**config.mk**
```make
export PLATFORM = sky130hd
export DESIGN_NAME = fft16_seq_ctrl_flat
export DESIGN_NICKNAME = d
export VERILOG_FILES = /design/src/rtl/fft16_seq_ctrl_if.sv /design/src/rtl/fft16_seq_ctrl.sv /design/src/flat_wrapper.sv
export SDC_FILE = /design/constraint.sdc
export NUM_CORES = 1
export LEC_CHECK = 0
export BUFFER_PORTS_ARGS = -buffer_cell sky130_fd_sc_hd__buf_2
export CORE_AREA = 2 2 107 187
export CTS_CLUSTER_SIZE = 10
export DETAILED_ROUTE_END_ITERATION = 16
export DIE_AREA = 0 0 109 189
export HOLD_SLACK_MARGIN = 0.1
export PLACE_DENSITY = 0.67
export SYNTH_ARGS = -nofsm -noshare
export SYNTH_HDL_FRONTEND = slang
export SYNTH_SLANG_ARGS = --single-unit
```
**constraint.sdc**
```tcl
create_clock -name clk -period 2.17 [get_ports clk]
set_input_delay 0.434 -clock clk [delete_from_list [all_inputs] [get_ports clk]]
set_output_delay 0.434 -clock clk [all_outputs]
set_load 0.005 [all_outputs]
```
**src/rtl/fft16_seq_ctrl_if.sv**
```systemverilog
// Signal bundle between the 16-point FFT sequencer and its host, the upstream
// sample stream, the FFT datapath and the output frame consumer.
interface fft16_seq_ctrl_if #(
  parameter int N = 8
);
  // host start/done handshake
  logic         start;
  logic         busy;
  logic         done;
  // upstream sample stream
  logic         in_valid;
  logic         in_ready;
  logic [N-1:0] in_data;
  // FFT datapath control and data
  logic         fft_clear;
  logic [N-1:0] fft_a_r;
  logic [N-1:0] fft_a_im;
  logic [N-1:0] fft_b_r;
  logic [N-1:0] fft_b_im;
  logic [N-1:0] fft_c_r;
  logic [N-1:0] fft_c_im;
  logic [N-1:0] fft_d_r;
  logic [N-1:0] fft_d_im;
  logic [N-1:0] fft_y_r;
  logic [N-1:0] fft_y_im;
  // framed output stream
  logic         out_valid;
  logic [N-1:0] out_r;
  logic [N-1:0] out_im;

  // sequencer side
  modport slave (
    input  start, in_valid, in_data, fft_y_r, fft_y_im,
    output busy, done, in_ready, fft_clear,
           fft_a_r, fft_a_im, fft_b_r, fft_b_im, fft_c_r, fft_c_im, fft_d_r, fft_d_im,
           out_valid, out_r, out_im
  );

  // host / environment side
  modport master (
    output start, in_valid, in_data, fft_y_r, fft_y_im,
    input  busy, done, in_ready, fft_clear,
           fft_a_r, fft_a_im, fft_b_r, fft_b_im, fft_c_r, fft_c_im, fft_d_r, fft_d_im,
           out_valid, out_r, out_im
  );
endinterface

```
**src/rtl/fft16_seq_ctrl.sv**
```systemverilog
// Sequencer for the 16-point streaming FFT: buffers 16 real samples, then
// drives the serial sample input and stage b/c/d twiddles (scaled by 3) on a
// fixed schedule, frames the 16 FFT results and reports completion.
// Every output port is driven from a flop; next values are derived from the
// next state and next run counter so they line up with the counter value.
module fft16_seq_ctrl #(
  parameter int N       = 8,
  parameter int OUT_LAT = 16
) (
  input logic               clk,
  input logic               clear_n,
  fft16_seq_ctrl_if.slave   bus
);

  // Run counter must reach OUT_LAT+16 (the DONE slot) without wrapping.
  localparam int TW = $clog2(OUT_LAT + 17);

  localparam logic [TW-1:0] T_15        = TW'(15);
  localparam logic [TW-1:0] T_16        = TW'(16);
  localparam logic [TW-1:0] T_19        = TW'(19);
  localparam logic [TW-1:0] T_23        = TW'(23);
  localparam logic [TW-1:0] T_24        = TW'(24);
  localparam logic [TW-1:0] T_27        = TW'(27);
  localparam logic [TW-1:0] T_29        = TW'(29);
  localparam logic [TW-1:0] T_FIRST_OUT = TW'(OUT_LAT);
  localparam logic [TW-1:0] T_LAST      = TW'(OUT_LAT + 15);

  // 4-bit two's complement twiddle magnitudes
  localparam logic [3:0] P3 = 4'd3;
  localparam logic [3:0] P2 = 4'd2;
  localparam logic [3:0] P1 = 4'd1;
  localparam logic [3:0] Z0 = 4'd0;
  localparam logic [3:0] M1 = 4'hF;
  localparam logic [3:0] M2 = 4'hE;
  localparam logic [3:0] M3 = 4'hD;

  typedef enum logic [1:0] {
    S_IDLE = 2'd0,
    S_FILL = 2'd1,
    S_RUN  = 2'd2,
    S_DONE = 2'd3
  } state_t;

  // Sign-extend a 4-bit twiddle component to the datapath width.
  function automatic logic [N-1:0] sx4(input logic [3:0] v);
    sx4 = {{(N-4){v[3]}}, v};
  endfunction

  // W16^k, k=0..7, packed {re, im}
  function automatic logic [2*N-1:0] w16_lut(input logic [2:0] k);
    case (k)
      3'd0:    w16_lut = {sx4(P3), sx4(Z0)};
      3'd1:    w16_lut = {sx4(P3), sx4(M1)};
      3'd2:    w16_lut = {sx4(P2), sx4(M2)};
      3'd3:    w16_lut = {sx4(P1), sx4(M3)};
      3'd4:    w16_lut = {sx4(Z0), sx4(M3)};
      3'd5:    w16_lut = {sx4(M1), sx4(M3)};
      3'd6:    w16_lut = {sx4(M2), sx4(M2)};
      3'd7:    w16_lut = {sx4(M3), sx4(M1)};
      default: w16_lut = {(2*N){1'b0}};
    endcase
  endfunction

  // W8^k, k=0..3, packed {re, im}
  function automatic logic [2*N-1:0] w8_lut(input logic [1:0] k);
    case (k)
      2'd0:    w8_lut = {sx4(P3), sx4(Z0)};
      2'd1:    w8_lut = {sx4(P2), sx4(M2)};
      2'd2:    w8_lut = {sx4(Z0), sx4(M3)};
      2'd3:    w8_lut = {sx4(M2), sx4(M2)};
      default: w8_lut = {(2*N){1'b0}};
    endcase
  endfunction

  // W4^k, k=0..1, packed {re, im}
  function automatic logic [2*N-1:0] w4_lut(input logic k);
    case (k)
      1'b0:    w4_lut = {sx4(P3), sx4(Z0)};
      1'b1:    w4_lut = {sx4(Z0), sx4(M3)};
      default: w4_lut = {(2*N){1'b0}};
    endcase
  endfunction

  state_t         r_state;
  state_t         w_next_state;
  logic [3:0]     r_wr_cnt;
  logic [3:0]     w_wr_cnt_next;
  logic [TW-1:0]  r_t;
  logic [TW-1:0]  w_t_next;
  logic [N-1:0]   r_buf [16];
  logic           w_accept;
  logic           w_cap;

  logic [N-1:0]   w_a_r_next;
  logic [2*N-1:0] w_b_next;
  logic [2*N-1:0] w_c_next;
  logic [2*N-1:0] w_d_next;

  logic           r_busy;
  logic           r_done;
  logic           r_in_ready;
  logic           r_fft_clear;
  logic           r_out_valid;
  logic [N-1:0]   r_fft_a_r;
  logic [N-1:0]   r_fft_b_r;
  logic [N-1:0]   r_fft_b_im;
  logic [N-1:0]   r_fft_c_r;
  logic [N-1:0]   r_fft_c_im;
  logic [N-1:0]   r_fft_d_r;
  logic [N-1:0]   r_fft_d_im;
  logic [N-1:0]   r_out_r;
  logic [N-1:0]   r_out_im;

  // in_ready is high exactly in FILL, so this is the stream handshake.
  assign w_accept = (r_state == S_FILL) && bus.in_valid && r_in_ready;

  // FFT results are captured while t is in the output window of the run.
  assign w_cap = (r_state == S_RUN) && (r_t >= T_FIRST_OUT) && (r_t <= T_LAST);

  // State, write counter and run counter registers.
  always_ff @(posedge clk or negedge clear_n) begin
    if (!clear_n) begin
      r_state  <= S_IDLE;
      r_wr_cnt <= 4'd0;
      r_t      <= {TW{1'b0}};
    end else begin
      r_state  <= w_next_state;
      r_wr_cnt <= w_wr_cnt_next;
      r_t      <= w_t_next;
    end
  end

  // Next-state and counter logic: IDLE -> FILL -> RUN -> DONE -> IDLE.
  always_comb begin
    w_next_state  = r_state;
    w_wr_cnt_next = r_wr_cnt;
    w_t_next      = r_t;
    case (r_state)
      S_IDLE: begin
        w_wr_cnt_next = 4'd0;
        w_t_next      = {TW{1'b0}};
        if (bus.start) begin
          w_next_state = S_FILL;
        end else begin
          w_next_state = S_IDLE;
        end
      end
      S_FILL: begin
        if (w_accept) begin
          w_wr_cnt_next = r_wr_cnt + 4'd1;
          if (r_wr_cnt == 4'd15) begin
            w_next_state = S_RUN;
            w_t_next     = {TW{1'b0}};
          end else begin
            w_next_state = S_FILL;
          end
        end else begin
          w_next_state = S_FILL;
        end
      end
      S_RUN: begin
        w_t_next = r_t + {{(TW-1){1'b0}}, 1'b1};
        if (r_t == T_LAST) begin
          w_next_state = S_DONE;
        end else begin
          w_next_state = S_RUN;
        end
      end
      S_DONE: begin
        w_next_state  = S_IDLE;
        w_wr_cnt_next = 4'd0;
        w_t_next      = {TW{1'b0}};
      end
      default: begin
        w_next_state  = S_IDLE;
        w_wr_cnt_next = 4'd0;
        w_t_next      = {TW{1'b0}};
      end
    endcase
  end

  // Sample feed and twiddle schedule for the counter value of the next cycle.
  always_comb begin
    w_a_r_next = {N{1'b0}};
    w_b_next   = {(2*N){1'b0}};
    w_c_next   = {(2*N){1'b0}};
    w_d_next   = {(2*N){1'b0}};
    if (w_next_state == S_RUN) begin
      if (w_t_next <= T_15) begin
        w_a_r_next = r_buf[w_t_next[3:0]];
      end else begin
        w_a_r_next = {N{1'b0}};
      end
      // stage b: W16^(t-16) over t=16..23
      if ((w_t_next >= T_16) && (w_t_next <= T_23)) begin
        w_b_next = w16_lut(w_t_next[2:0]);
      end else begin
        w_b_next = {(2*N){1'b0}};
      end
      // stage c: W8^((t-16) mod 4) over t=16..19 and 24..27
      if (((w_t_next >= T_16) && (w_t_next <= T_19)) ||
          ((w_t_next >= T_24) && (w_t_next <= T_27))) begin
        w_c_next = w8_lut(w_t_next[1:0]);
      end else begin
        w_c_next = {(2*N){1'b0}};
      end
      // stage d: W4^((t-16) mod 2) on the first two slots of each group of four
      if ((w_t_next >= T_16) && (w_t_next <= T_29) && (w_t_next[1] == 1'b0)) begin
        w_d_next = w4_lut(w_t_next[0]);
      end else begin
        w_d_next = {(2*N){1'b0}};
      end
    end else begin
      w_a_r_next = {N{1'b0}};
      w_b_next   = {(2*N){1'b0}};
      w_c_next   = {(2*N){1'b0}};
      w_d_next   = {(2*N){1'b0}};
    end
  end

  // Sample buffer: cleared on reset so it never presents unknown data.
  always_ff @(posedge clk or negedge clear_n) begin
    if (!clear_n) begin
      for (int i = 0; i < 16; i++) begin
        r_buf[i] <= {N{1'b0}};
      end
    end else if (w_accept) begin
      r_buf[r_wr_cnt] <= bus.in_data;
    end
  end

  // Registered status, FFT drive and output-frame signals.
  always_ff @(posedge clk or negedge clear_n) begin
    if (!clear_n) begin
      r_busy      <= 1'b0;
      r_done      <= 1'b0;
      r_in_ready  <= 1'b0;
      r_fft_clear <= 1'b1;
      r_out_valid <= 1'b0;
      r_fft_a_r   <= {N{1'b0}};
      r_fft_b_r   <= {N{1'b0}};
      r_fft_b_im  <= {N{1'b0}};
      r_fft_c_r   <= {N{1'b0}};
      r_fft_c_im  <= {N{1'b0}};
      r_fft_d_r   <= {N{1'b0}};
      r_fft_d_im  <= {N{1'b0}};
      r_out_r     <= {N{1'b0}};
      r_out_im    <= {N{1'b0}};
    end else begin
      r_busy      <= (w_next_state != S_IDLE);
      r_done      <= (w_next_state == S_DONE);
      r_in_ready  <= (w_next_state == S_FILL);
      r_fft_clear <= (w_next_state != S_RUN);
      r_out_valid <= w_cap;
      r_fft_a_r   <= w_a_r_next;
      {r_fft_b_r, r_fft_b_im} <= w_b_next;
      {r_fft_c_r, r_fft_c_im} <= w_c_next;
      {r_fft_d_r, r_fft_d_im} <= w_d_next;
      if (w_cap) begin
        r_out_r  <= bus.fft_y_r;
        r_out_im <= bus.fft_y_im;
      end
    end
  end

  assign bus.busy      = r_busy;
  assign bus.done      = r_done;
  assign bus.in_ready  = r_in_ready;
  assign bus.fft_clear = r_fft_clear;
  assign bus.fft_a_r   = r_fft_a_r;
  assign bus.fft_a_im  = {N{1'b0}};
  assign bus.fft_b_r   = r_fft_b_r;
  assign bus.fft_b_im  = r_fft_b_im;
  assign bus.fft_c_r   = r_fft_c_r;
  assign bus.fft_c_im  = r_fft_c_im;
  assign bus.fft_d_r   = r_fft_d_r;
  assign bus.fft_d_im  = r_fft_d_im;
  assign bus.out_valid = r_out_valid;
  assign bus.out_r     = r_out_r;
  assign bus.out_im    = r_out_im;

endmodule

```
**src/flat_wrapper.sv**
```systemverilog
// flat-port wrapper written by rule: the top's interface ports become plain ports
module fft16_seq_ctrl_flat 
#(
  parameter int N       = 8,
  parameter int OUT_LAT = 16
)
  (clk, clear_n, bus_start, bus_in_valid, bus_in_data, bus_fft_y_r, bus_fft_y_im, bus_busy, bus_done, bus_in_ready, bus_fft_clear, bus_fft_a_r, bus_fft_a_im, bus_fft_b_r, bus_fft_b_im, bus_fft_c_r, bus_fft_c_im, bus_fft_d_r, bus_fft_d_im, bus_out_valid, bus_out_r, bus_out_im);
  fft16_seq_ctrl_if #(.N(N)) bus_i ();
  input logic clk;
  input logic clear_n;
  input wire logic [$bits(bus_i.start)-1:0] bus_start;
  input wire logic [$bits(bus_i.in_valid)-1:0] bus_in_valid;
  input wire logic [$bits(bus_i.in_data)-1:0] bus_in_data;
  input wire logic [$bits(bus_i.fft_y_r)-1:0] bus_fft_y_r;
  input wire logic [$bits(bus_i.fft_y_im)-1:0] bus_fft_y_im;
  output wire logic [$bits(bus_i.busy)-1:0] bus_busy;
  output wire logic [$bits(bus_i.done)-1:0] bus_done;
  output wire logic [$bits(bus_i.in_ready)-1:0] bus_in_ready;
  output wire logic [$bits(bus_i.fft_clear)-1:0] bus_fft_clear;
  output wire logic [$bits(bus_i.fft_a_r)-1:0] bus_fft_a_r;
  output wire logic [$bits(bus_i.fft_a_im)-1:0] bus_fft_a_im;
  output wire logic [$bits(bus_i.fft_b_r)-1:0] bus_fft_b_r;
  output wire logic [$bits(bus_i.fft_b_im)-1:0] bus_fft_b_im;
  output wire logic [$bits(bus_i.fft_c_r)-1:0] bus_fft_c_r;
  output wire logic [$bits(bus_i.fft_c_im)-1:0] bus_fft_c_im;
  output wire logic [$bits(bus_i.fft_d_r)-1:0] bus_fft_d_r;
  output wire logic [$bits(bus_i.fft_d_im)-1:0] bus_fft_d_im;
  output wire logic [$bits(bus_i.out_valid)-1:0] bus_out_valid;
  output wire logic [$bits(bus_i.out_r)-1:0] bus_out_r;
  output wire logic [$bits(bus_i.out_im)-1:0] bus_out_im;
  assign bus_i.start = bus_start;
  assign bus_i.in_valid = bus_in_valid;
  assign bus_i.in_data = bus_in_data;
  assign bus_i.fft_y_r = bus_fft_y_r;
  assign bus_i.fft_y_im = bus_fft_y_im;
  assign bus_busy = bus_i.busy;
  assign bus_done = bus_i.done;
  assign bus_in_ready = bus_i.in_ready;
  assign bus_fft_clear = bus_i.fft_clear;
  assign bus_fft_a_r = bus_i.fft_a_r;
  assign bus_fft_a_im = bus_i.fft_a_im;
  assign bus_fft_b_r = bus_i.fft_b_r;
  assign bus_fft_b_im = bus_i.fft_b_im;
  assign bus_fft_c_r = bus_i.fft_c_r;
  assign bus_fft_c_im = bus_i.fft_c_im;
  assign bus_fft_d_r = bus_i.fft_d_r;
  assign bus_fft_d_im = bus_i.fft_d_im;
  assign bus_out_valid = bus_i.out_valid;
  assign bus_out_r = bus_i.out_r;
  assign bus_out_im = bus_i.out_im;
  fft16_seq_ctrl #(.N(N), .OUT_LAT(OUT_LAT)) u_core (.clk(clk), .clear_n(clear_n), .bus(bus_i));
endmodule
```
# Word level (Yosys, flattened, before mapping)

Memories as Yosys holds them, arrays and structs flattened.
Cells that the tools add are included.

$add $sub $neg: 2
Order comparisons: 12
Eq/ne operators: 13
Multiplexer cells: 26
Bitwise logic cells: 4
Reduce and logical (&&, ||, !) cells: 17

Operators with widths:

| operator            | number |
|---|---|
| $bwmux 128          | 1 |
| $mux 16             | 6 |
| $pmux 16 s4         | 1 |
| $mux 8              | 5 |
| $bmux 8 s4          | 1 |
| $demux 8 s4         | 1 |
| $pmux 16 s2         | 1 |
| $le 6x5->1 const B  | 5 |
| $ge 6x5->1 const B  | 3 |
| $pmux 6 s3          | 1 |
| $eq 2x2->1 const B  | 6 |
| $mux 6              | 2 |
| $ge 5x5->1 const B  | 2 |
| $logic_and 1x1->1   | 10 |
| $not 4->5           | 2 |
| $pmux 2 s4          | 1 |
| $pmux 4 s2          | 1 |
| $add 6x1->6 const B | 1 |
| $eq 2x1->1 const B  | 3 |
| $eq 6x5->1 const B  | 1 |
| $le 6x4->1 const B  | 1 |
| $lt 5x1->1 const B  | 1 |
| $add 4x1->4 const B | 1 |
| $eq 4x4->1 const B  | 1 |
| 11 further kinds    | 16 |

Flip-flop bits (word level): 217
ROM bits: 128
Bits of input ports: 28
Output and inout port bits: 85
Word-level logic and storage cells: 108
Memories: 1

Memory list:

| name            | words | bits a word | read ports | clocked after memory_dff | write ports | line                 | text |
|---|---|---|---|---|---|---|---|
| (no name shown) | 8     | 16          | 1          | 0                        | 0           | fft16_seq_ctrl.sv:51 | `case (k)` |

# Longest topological paths before layout

Depth in word-level cells: 11
Mapped depth: 12
Gate-level depth less buffers: 10

# Worst setup path before layout

OpenSTA, ideal clock, no wires.

Path type: register to register
Start: register u_core.r_state[0]
End: register u_core.r_fft_a_r[2] (netlist: u_core.bus.fft_a_r[2])
Setup time: 0.128 ns
Arrival time: 2.020 ns
Required time: 2.042 ns
Slack: 0.023 ns
Cell stages (with the launch flop): 10
Path buffers: 2
Period minus slack after synthesis: 2.147 ns
Path through: dfrtp_1 ha_1 buf_2 nor2b_1 nand2_1 a221oi_2 buf_2 a32oi_1 nand4_1 o21ai_0

Cells in the longest elaborated chain, start to end: 11
Elaborated cells between the ends (all ways): 19
Those cells by class: order compare: 1; eq/ne: 4; mux: 9; bitwise: 1; reduce/logical: 4

Ends and longest elaborated chain:

| item                                      | line                                         | text |
|---|---|---|
| start, declared                           | fft16_seq_ctrl.sv:84                         | `state_t r_state;` |
| start signal, assigned                    | fft16_seq_ctrl.sv:127                        | `r_state <= w_next_state;` |
| $eq 2x1->1                                | fft16_seq_ctrl.sv:115, fft16_seq_ctrl.sv:138 |  |
| $logic_and 1x1->1 (2 in a row)            | fft16_seq_ctrl.sv:115                        | `assign w_accept = (r_state == S_FILL) && bus.in_valid && r_in_ready;` |
| $mux 6                                    | fft16_seq_ctrl.sv:149                        | `if (w_accept) begin` |
| $pmux 6 s3                                | fft16_seq_ctrl.sv:138                        | `case (r_state)` |
| $not 4->5 (not written as such)           | fft16_seq_ctrl.sv:190                        | `w_a_r_next = r_buf[w_t_next[3:0]];` |
| $bmux 8 s4                                | fft16_seq_ctrl.sv:190                        |  |
| $mux 8 (not written as such) (2 in a row) | fft16_seq_ctrl.sv:190                        |  |
| $mux 8                                    | fft16_seq_ctrl.sv:189                        | `if (w_t_next <= T_15) begin` |
| $mux 8 *                                  | fft16_seq_ctrl.sv:188                        | `if (w_next_state == S_RUN) begin` |
| via u_core.w_a_r_next[2]                  | fft16_seq_ctrl.sv:94                         | `logic [N-1:0] w_a_r_next;` |
| end signal, assigned                      | fft16_seq_ctrl.sv:240                        | `r_fft_a_r <= {N{1'b0}};` |
| end signal, assigned                      | fft16_seq_ctrl.sv:255                        | `r_fft_a_r <= w_a_r_next;` |
| end, declared                             | fft16_seq_ctrl.sv:104                        | `logic [N-1:0] r_fft_a_r;` |

Mark *: on every way through the listed nets, which the timed path passes. The rest lies on a longest branch. The select of a mux whose other input is x is not followed.
A chain may end at the register's enable or synchronous reset.

# Worst setup path after layout

Start: register u_core.r_state[1]
End: register u_core.r_fft_a_r[1] (netlist: u_core.bus.fft_a_r[1])

The elaborated chain is that of the path after synthesis.

==> metrics.csv <==
stage,metric,value,unit
route,detail-route-antenna-nets,0,
route,post_drt_wl_per_cell,19.2,um
timing,hold_ws,0.188,ns
route,wl_met2,11500,um
outcome,violations,negative setup slack,
floorplan,start_util,0.446,
route,routed.top_layer,met4,
timing,finalSetupViolCount,2,
setup_path,endpoint,u_core.bus.fft_a_r[1],
worst_hold_path,min_from,bus_fft_y_r[4],
finish,nNetsFinal,910,
place,io_buffers,97,
timing,fin_ws,-0.0124,ns
finish,seqCellArea,4580,um^2
clock_network,h-tree-depth,4,
clock_network,clk_pin_slew,0.07,ns
floorplan,core,19000,um^2
global_routing,gr-total-overflow,0,
route,drt_wl_total,21600,um
setup_path,cp_slowest_cell,dfrtp_1,
yosys,async_reset_ff_frac,1.00,
floorplan,top_level_ports,113,
setup_path,path_max_fanout,8,
global_routing,grt_pass1_wl,32500,um
finish,drive_gt1_frac,0.429,
global_routing,grt_max_degree,55,
yosys,ys_seq_area_frac,0.539,
timing,finalCritPeriodShare,1.01,
setup_path,r2r_start,u_core.r_state[1],
power_and_ir_drop,ir_worst_vdd,0.541,mV
finish,syn2layout_area_growth,22.8,%
route,drc,0,
setup_path,crit_chain,"buf_4, ha_4, nor2b_1, buf_4, and2_4, o211a_1, buf_4, a32o_1, o32ai_2",
setup_path,cp_data_arrival_time,2.51,ns
yosys,ys_ff_latch,183,
finish,postLayoutCoreUtil,0.548,
yosys,yosysTopAreaCellShare,0.536,
route,vias,6086,
global_routing,grt_pass1_vias,6068,
setup_path,cpPeakStageDelay,0.39,ns
floorplan,die_w,109,um
clock_network,cts.path.max_buffers,2,
global_routing,grt_usage,0.213,
route,drt_iter0_markers,349,
route,viasPerCell,5.40,
setup_path,worstRegToRegCells,9,
finish,fillers,1608,
setup_path,worstSetupPathType,reg2reg,
setup_path,reg2reg_slack,-0.01,ns
setup_path,crit_buf_inv,3,
outcome,outcome,"finished, violations left",
floorplan,std_cell_rows,67,
clock_network,clk_latency,0.43,ns
setup_path,critPathLaunch,u_core.r_state[1],
route,wl_met3,771,um
timing,min_period,2.18,ns
global_routing,antenna_found_initial,0,
setup_path,critPathMostFrequentCell,buf_4,
timing,final_max_slew_viol_count,0,
setup_path,worstSetupStartpointType,register,
setup_path,path_delay_family,compound AO/OA/AOI/OAI gates,
yosys,ys.flop_type,dfrtp_1,
clock_network,cts.sinks,183,
power_and_ir_drop,leakage,4.91,nW
setup_path,cp.required,2.50,ns
setup_path,r2r_end,u_core.bus.fft_a_r[1],
route,drt_pass1_iterations,5,
clock_network,cts-root-buf,clkbuf_16,
yosys,synth.most_common_cell,dfrtp_1,
place,dp_hpwl,14100,um
floorplan,die_y,189,um
power_and_ir_drop,power_density,856,nW/um^2
yosys,synth_top_cells_by_count,"dfrtp_1, nand2_1, mux2_2",
floorplan,die-area,20600,um^2
setup_path,worst-path-stages,9,
yosys,synth_cell_types,47,
run,maxCapViolCount,0,
place,pre_cts_slack,-0.106,ns
place,place_congestion,0.868,
yosys,syn_inst,738,
clock_network,cts_tree,yes,
yosys,synth_top_area_cell,dfrtp_1,
yosys,avgSynthCellArea,11.5,um^2
timing,rsz0062_at_grt,true,
yosys,yosys_warnings,0,
clock_network,cts_buffers,17,
timing,finClkSkew,0.0108,ns
yosys,ys_top_cells_by_area,"dfrtp_1, mux2_2, nand2_1, buf_4, mux2i_1",
timing,fmax,458,MHz
finish,num_antenna_cells,0,
setup_path,crit_path_end_kind,register,
timing,hold_viol_final,0,
route,wl_met1,8210,um
yosys,synth_area,8490,um^2
yosys,synth_edf_count,0,
finish,multi_input_area,3650,um^2
worst_hold_path,hold_class,in2reg,
## placed cells by master (no fill, tap or decap), types with 5 or more instances in the layout
master	instances
nor2_2	5
o32ai_2	6
o21ai_0	7
a32oi_1	13
clkbuf_16	20
dfrtp_1	181
a21oi_1	5
buf_4	63
ha_1	5
mux2i_1	27
conb_1	15
inv_1	9
buf_12	7
mux2_2	129
buf_2	96
nor2_1	24
a32o_1	13
nand3_1	22
nor3_2	5
buf_6	6
nand2_1	151
## sequential cells by signal (all words and copies together), names as in the netlist
| signal | count |
|---|---|
| u_core.bus.fft_c_im | 3 |
| u_core.bus.fft_b_r | 3 |
| u_core.bus.in_ready | 1 |
| u_core.r_state | 2 |
| u_core.bus.fft_d_im | 1 |
| u_core.r_wr_cnt | 4 |
| u_core.bus.fft_d_r | 1 |
| u_core.bus.out_r | 8 |
| u_core.bus.out_valid | 1 |
| u_core.bus.fft_c_r | 3 |
| u_core.bus.done | 1 |
| u_core.bus.out_im | 8 |
| u_core.r_buf | 128 |
| u_core.bus.busy | 1 |
| u_core.bus.fft_a_r | 8 |
| u_core.bus.fft_clear | 1 |
| u_core.bus.fft_b_im | 3 |
| u_core.r_t | 6 |
## worst min-delay path, cell delays in order
cell and delay (ns):
buf_2 0.07, nand2_1 0.04, nand2_1 0.04
## worst min-delay path by stage
stage                                      to  slack [ns]  cells after the start
after CTS                 u_core.bus.out_r[2]        0.17                      3
after floorplan               u_core.bus.busy        0.14                      0
final                     u_core.bus.out_r[4]        0.19                      3
after global placement       u_core.r_buf[98]        0.43                      1
after detailed placement     u_core.r_buf[98]        0.43                      1
after global routing      u_core.bus.out_r[0]        0.19                      3
## power by group
group,total [W],switching [W],internal [W]
clock,0.00288,0.00131,0.00157
sequential,0.00430,0.000308,0.00399
combinational,0.00175,0.000860,0.000892
## repair_timing
action                     in CTS  in global routing
buffers inserted                1                  5
pin swaps                       6                  9
hold buffers                    1                  0
hold endpoints to repair       50                  0
gates cloned                    1                  3
gates resized for setup        16                 30
setup endpoints to repair      19                 25
## stage by stage
stage / area, um^2 / setup TNS [ns] / std cells / total power [W]
after floorplan: 8550 / 0 / 752 / 0.00545
after global placement: 9510 / -0.273 / 1084 / 0.00596
after detailed placement: 9510 / -0.699 / 1084 / 0.00602
after CTS: 10200 / 0 / 1119 / 0.00893
after global routing: 10400 / -0.875 / 1127 / 0.00935
final: 10400 / -0.0180 / 1127 / 0.00893
## area by class of cell
cell class	instances	area share
clock buffer	23	0.0458
clock inverter	9	0.00672
inverter	14	0.00528
multi-input combinational	479	0.350
sequential	183	0.439
tap	241	0.0289
timing repair buffer	178	0.124
## metal layers
metal | track usage | up-vias
met1 | 0.236 | 3074
li1 | - | 2773
met5 | 0 | -
met2 | 0.369 | 172
met4 | 0.124 | 0
met3 | 0.0420 | 67
## logic make-up (layout without fill, tap and decap cells)
kind of cell / count (synthesis) / count (layout) / synth area share
simple gates: 230 / 230 / 0.117
xor+xnor: 4 / 4 / 0.00413
compound gates: 65 / 65 / 0.0632
other cells: 1 / 15 / 0.000441
fa+ha+maj: 9 / 9 / 0.0133
flops: 183 / 183 / 0.539
mux: 156 / 156 / 0.203
buf+inv: 90 / 224 / 0.0598
Note: power is estimated with default switching activity, not from simulation.
